<file path="src/rtl/muldiv_seq.sv">
// -----------------------------------------------------------------------------
// muldiv_seq
//   Multi-cycle 8-bit unsigned multiply (shift-add) and divide (restoring)
//   sequencer. It has no adder of its own: each step borrows the shared ALU
//   through alu_a/alu_b/alu_op and folds alu_c/alu_flags[0] back into its
//   registers in the same cycle.
//
// Ports
//   clk        in   system clock, rising edge
//   reset      in   asynchronous active-high reset
//   start      in   request pulse, sampled only in IDLE
//   op_div     in   0 = MUL, 1 = DIV (sampled with start)
//   opnd_a     in   multiplicand / dividend
//   opnd_b     in   multiplier / divisor
//   alu_c      in   ALU result
//   alu_flags  in   ALU flags, bit 0 = carry / borrow
//   alu_a      out  ALU operand a (0 when not owned)
//   alu_b      out  ALU operand b (0 when not owned)
//   alu_op     out  ALU opcode (OP_ADD when not owned)
//   alu_own    out  1 while stepping MUL or DIV
//   busy       out  1 while stepping MUL or DIV
//   done       out  one-cycle completion pulse
//   div_zero   out  DIV by zero indicator, valid with done
//   result_hi  out  MUL product[15:8] / DIV remainder
//   result_lo  out  MUL product[7:0]  / DIV quotient
// -----------------------------------------------------------------------------
module muldiv_seq #(
   parameter logic [3:0] OP_ADD = 4'h0,
   parameter logic [3:0] OP_SUB = 4'h1
) (
   input  logic       clk,
   input  logic       reset,
   input  logic       start,
   input  logic       op_div,
   input  logic [7:0] opnd_a,
   input  logic [7:0] opnd_b,
   input  logic [7:0] alu_c,
   input  logic [7:0] alu_flags,
   output logic [7:0] alu_a,
   output logic [7:0] alu_b,
   output logic [3:0] alu_op,
   output logic       alu_own,
   output logic       busy,
   output logic       done,
   output logic       div_zero,
   output logic [7:0] result_hi,
   output logic [7:0] result_lo
);

   typedef enum logic [1:0] {S_IDLE, S_MUL, S_DIV, S_DONE} state_t;

   state_t     r_state;
   logic [2:0] r_cnt;
   logic [7:0] r_hi;      // MUL: product high half, DIV: partial remainder
   logic [7:0] r_lo;      // MUL: multiplier / product low half, DIV: quotient
   logic [7:0] r_m;       // MUL: multiplicand, DIV: divisor
   logic       r_dz;

   state_t     w_state_next;
   logic [2:0] w_cnt_next;
   logic [7:0] w_hi_next;
   logic [7:0] w_lo_next;
   logic [7:0] w_m_next;
   logic       w_dz_next;
   logic [7:0] w_t;
   logic       w_cf;
   logic       w_unused_flags;

   // Only the carry flag matters; the rest of the flag bus is ignored.
   assign w_cf           = alu_flags[0];
   assign w_unused_flags = ^alu_flags[7:1];

   // Restoring divide: shift the next dividend bit into the remainder.
   assign w_t = {r_hi[6:0], r_lo[7]};

   assign result_hi = r_hi;
   assign result_lo = r_lo;
   assign div_zero  = r_dz;

   always_comb begin
      w_state_next = r_state;
      w_cnt_next   = r_cnt;
      w_hi_next    = r_hi;
      w_lo_next    = r_lo;
      w_m_next     = r_m;
      w_dz_next    = r_dz;
      alu_a        = 8'h00;
      alu_b        = 8'h00;
      alu_op       = OP_ADD;
      alu_own      = 1'b0;
      busy         = 1'b0;
      done         = 1'b0;

      case (r_state)
         S_IDLE: begin
            if (start) begin
               w_cnt_next = 3'd0;
               w_dz_next  = 1'b0;
               if (!op_div) begin
                  w_hi_next    = 8'h00;
                  w_lo_next    = opnd_b;
                  w_m_next     = opnd_a;
                  w_state_next = S_MUL;
               end else if (opnd_b != 8'h00) begin
                  w_hi_next    = 8'h00;
                  w_lo_next    = opnd_a;
                  w_m_next     = opnd_b;
                  w_state_next = S_DIV;
               end else begin
                  // Divide by zero finishes immediately without using the ALU.
                  w_hi_next    = opnd_a;
                  w_lo_next    = 8'hFF;
                  w_dz_next    = 1'b1;
                  w_state_next = S_DONE;
               end
            end
         end

         S_MUL: begin
            alu_own = 1'b1;
            busy    = 1'b1;
            alu_a   = r_hi;
            alu_b   = r_m;
            alu_op  = OP_ADD;
            // The 17-bit {CF, sum, lo} is shifted right by one; the carry
            // lands in hi[7] so no product bit is lost.
            if (r_lo[0]) begin
               w_hi_next = {w_cf, alu_c[7:1]};
               w_lo_next = {alu_c[0], r_lo[7:1]};
            end else begin
               w_hi_next = {1'b0, r_hi[7:1]};
               w_lo_next = {r_hi[0], r_lo[7:1]};
            end
            w_cnt_next = r_cnt + 3'd1;
            if (r_cnt == 3'd7) begin
               w_state_next = S_DONE;
            end
         end

         S_DIV: begin
            alu_own = 1'b1;
            busy    = 1'b1;
            alu_a   = w_t;
            alu_b   = r_m;
            alu_op  = OP_SUB;
            // rem[7] set means the shifted value is really 9 bits wide and
            // therefore always >= divisor; the 8-bit difference is still exact.
            if (r_hi[7] || !w_cf) begin
               w_hi_next = alu_c;
               w_lo_next = {r_lo[6:0], 1'b1};
            end else begin
               w_hi_next = w_t;
               w_lo_next = {r_lo[6:0], 1'b0};
            end
            w_cnt_next = r_cnt + 3'd1;
            if (r_cnt == 3'd7) begin
               w_state_next = S_DONE;
            end
         end

         S_DONE: begin
            done         = 1'b1;
            w_state_next = S_IDLE;
         end

         default: begin
            w_state_next = S_IDLE;
         end
      endcase
   end

   always_ff @(posedge clk or posedge reset) begin
      if (reset) begin
         r_state <= S_IDLE;
         r_cnt   <= 3'd0;
         r_hi    <= 8'h00;
         r_lo    <= 8'h00;
         r_m     <= 8'h00;
         r_dz    <= 1'b0;
      end else begin
         r_state <= w_state_next;
         r_cnt   <= w_cnt_next;
         r_hi    <= w_hi_next;
         r_lo    <= w_lo_next;
         r_m     <= w_m_next;
         r_dz    <= w_dz_next;
      end
   end

endmodule

</file>
<file path="config.mk">
export PLATFORM = sky130hd
export DESIGN_NAME = muldiv_seq
export DESIGN_NICKNAME = d
export VERILOG_FILES = /design/src/rtl/muldiv_seq.sv
export SDC_FILE = /design/constraint.sdc
export NUM_CORES = 1
export LEC_CHECK = 0
export ABC_AREA = 1
export CAP_MARGIN = 20
export CORE_ASPECT_RATIO = 0.6
export CORE_UTILIZATION = 52
export CTS_BUF_LIST = sky130_fd_sc_hd__clkbuf_4 sky130_fd_sc_hd__clkbuf_8
export DETAILED_ROUTE_END_ITERATION = 8
export HOLD_SLACK_MARGIN = 0.05
export PLACE_DENSITY = 0.89
export RECOVER_POWER = 100
export SLEW_MARGIN = 20
export SYNTH_ARGS = -nofsm -noshare
export SYNTH_HDL_FRONTEND = slang
export SYNTH_SLANG_ARGS = --single-unit
</file>
<file path="constraint.sdc">
create_clock -name clk -period 3.2 [get_ports clk]
set_clock_uncertainty 0.15 [all_clocks]
set_input_delay 0.64 -clock clk [delete_from_list [all_inputs] [get_ports clk]]
set_output_delay 0.64 -clock clk [all_outputs]
set_load 0.1 [all_outputs]
</file>
==> results.py, run 1 <==
metrics = {
    "outcome": {
        "status": "complete, but fails checks",
        "violations": "capacitance limit, slew limit",
    },
    "detailed_routing": {
        "drcViolationCount": 0,
        "firstDrtPassIters": 5,
        "wire_per_inst_um": 13.8,
        "wirelength_um": 6860,
        "vias": 2673,
        "ant_nets": 0,
        "vias_per_cell": 5.36,
        "drt_iter0_drc": 192,
    },
    "sta": {
        "hold_viol_final": 0,
        "tightest_slew_ns": 1.74,
        "fin_ws_ns": 0.320,
        "finalMaxSlewViolations": 31,
        "max_clock_freq_mhz": 347,
        "relSlewSlack_pct": -15.7,
        "rsz0062_at_grt": "no",
        "tns_ns": 0,
        "fin_crit_ns": 2.88,
        "setup_viol": 0,
        "finalCritPeriodShare_pct": 90.0,
    },
    "floorplanning": {
        "start_util_pct": 55.3,
        "fp.coreArea_um2": 4190,
        "core.rowCount": 18,
        "die_h_um": 53.7,
        "die_area_um2": 4730,
        "io_pins": 76,
        "die_w_um": 88.2,
    },
    "synthesis": {
        "synth_top_cell_area_share_pct": 32.4,
        "avgSynthCellArea_um2": 6.06,
        "async_reset_ff_share_pct": 100,
        "synth_cell_types": 25,
        "synthTopCellsByArea": "dfrtp_1, nand2_1, a21oi_1",
        "synth_top_cell_by_area": "dfrtp_1",
        "synth_edf_count": 0,
        "ys.flop_type": "dfrtp_1",
        "yosys_warnings": 0,
        "syn_inst": 382,
        "seq_area_frac_synth_pct": 32.4,
        "netlist_area_um2": 2320,
        "synth-seq-cells": 30,
    },
    "clock_tree": {
        "cts_tree": "done",
        "cts-root-buf": "clkbuf_8",
        "post_cts_buffers": 0,
        "numCtsBuffers": 5,
        "insertion_delay_ns": 0.28,
        "ctsResizeCount": 0,
        "clock-sinks": 30,
        "h-tree-depth": 2,
        "clock_path_buffers": 2,
        "hold_buffers": 0,
        "clk_pin_slew_ns": 0.07,
    },
    "global_route": {
        "grt_max_degree": 35,
        "grt_antenna_before_repair": 0,
        "grt_pass1_wl_um": 11000,
        "grt_usage_pct": 30.9,
        "grt_pass1_vias": 2412,
        "grt-ovfl-total": 0,
    },
    "setup_path": {
        "r2r_slack_ns": 0.44,
        "arrival_ns": 2.09,
        "critPathMaxFanout": 17,
        "worst-setup-path-type": "flip-flop to primary output",
        "end_kind": "primary output",
        "critPathLaunchType": "flip-flop",
        "critPathLaunch": "r_state[0]",
        "r2r-start": "r_state[0]",
        "cp.required_ns": 2.41,
    },
    "finish": {
        "fillers": 379,
        "insertedDiodeCount": 0,
        "final_cells": 499,
        "multi_input_area_um2": 1340,
        "seq_area_um2": 751,
        "area_growth_pct": 26.5,
        "final_area_um2": 2930,
        "nNetsFinal": 482,
        "layout-drive-gt1-share_pct": 12.3,
    },
    "place": {
        "port_buffers": 65,
        "place.gp.congestion": 0.846,
        "dpl.cell_count": 493,
        "dp_hpwl_um": 5060,
        "placed_area_um2": 3110,
        "dp_worst_setup_slack_ns": 0.775,
    },
    "hold_path": {
        "worstHoldStart": "r_m[0]",
        "hold_path_class": "flip-flop to flip-flop",
    },
    "flow_run": {
        "max-cap-violations": 1,
    },
}
[worst max-delay path, cell delays in order (launching register included)]
cell      delay, ns
dfrtp_1        0.40
inv_1          0.12
ha_2           0.43
nand2_1        0.19
a21oi_4        0.19
clkbuf_2       0.48
[flip-flops by register name (all words and copies together) (netlist names)]
| signal | cells |
|---|---|
| r_m | 8 |
| result_hi | 8 |
| result_lo | 8 |
| r_cnt | 3 |
| r_state | 2 |
| div_zero | 1 |
[metal layers]
| metal | up-vias | GRT usage (%) | wire (um) |
|---|---|---|---|
| met1 | 1225 | 41.2 | 3040 |
| met3 | 14 | 5.98 | 559 |
| met5 | - | 0 | 0 |
| li1 | 1291 | - | - |
| met2 | 143 | 51.9 | 3190 |
| met4 | 0 | 8.87 | 78 |
[cell usage in the layout (no fill, tap or decap), types with 6 or more instances in the layout]
cell type / n
buf_4: 6
a21oi_4: 8
inv_2: 9
clkbuf_8: 6
clkdlybuf4s50_1: 27
nand3_1: 21
o21ai_0: 16
inv_1: 38
a21oi_1: 35
nand2_1: 172
clkbuf_2: 17
clkbuf_1: 19
dfrtp_1: 30
nor2_1: 15
[synthesized netlist by cell type, types with 2 or more instances]
cell / instances
clkbuf_1: 6
inv_1: 38
nand2_2: 2
nor2_2: 3
dfrtp_1: 30
nand2_1: 171
inv_2: 9
buf_2: 7
nor2_1: 13
buf_1: 3
buf_4: 4
o21ai_0: 16
nand3_1: 21
a21oi_1: 43
ha_1: 6
[per-stage QoR]
stage,hold slack (ns),util (%)
2_1_floorplan,0.296,-
3_3_place_gp,0.309,74.3
3_5_place_dp,0.318,74.3
4_1_cts,0.336,76.2
5_1_grt,0.350,70.0
6_report,0.336,70.0
[worst paths after layout]
| kind | cells after the start | endpoint |
|---|---|---|
| worst max-delay path | 5 | alu_a[7] |
| worst min-delay path | 2 | r_m[0] |
| worst max register to register | 9 | result_lo[2] |
| worst min register to register | 2 | r_m[0] |
| max in group asynchronous | 3 | result_lo[3] |
| min in group asynchronous | 3 | r_state[1] |
[cells by family (layout without fill, tap and decap cells)]
| group | count (synthesis) | in the layout | share of synthesized area [%] |
|---|---|---|---|
| AND/OR/NAND/NOR | 211 | 211 | 36.2 |
| buffers and inverters | 70 | 125 | 13.2 |
| AO/OA/AOI/OAI | 64 | 64 | 14.8 |
| flip-flops | 30 | 30 | 32.4 |
| adder cells (fa/ha/maj) | 6 | 6 | 3.24 |
| other | 1 | 3 | 0.162 |
[layout make-up]
class                      count  share of cell area (%)
sequential                    30                    25.6
inverter                      48                    6.19
tap                           60                    2.56
clock buffer                   6                    2.82
timing repair buffer          71                    17.1
multi-input combinational    284                    45.7
Power of run 1 is not shown: default switching activity piles up to over one toggle a cycle in this logic, so the estimate is an artifact.
==> inputs of run 2 (changes only) <==
- GPL_ROUTABILITY_DRIVEN: not set -> 0
==> results of run 2 <==
The final DEF is identical to that of run 1; final timing and power are the same.
Power of run 2 is left out for the same reason.
==> inputs of run 3 (changes only) <==
- GPL_ROUTABILITY_DRIVEN: 0 -> 1
- TNS_END_PERCENT: not set -> 100
==> results of run 3 <==
The final DEF is identical to that of run 1; final timing and power are the same.
Power of run 3 is left out for the same reason.
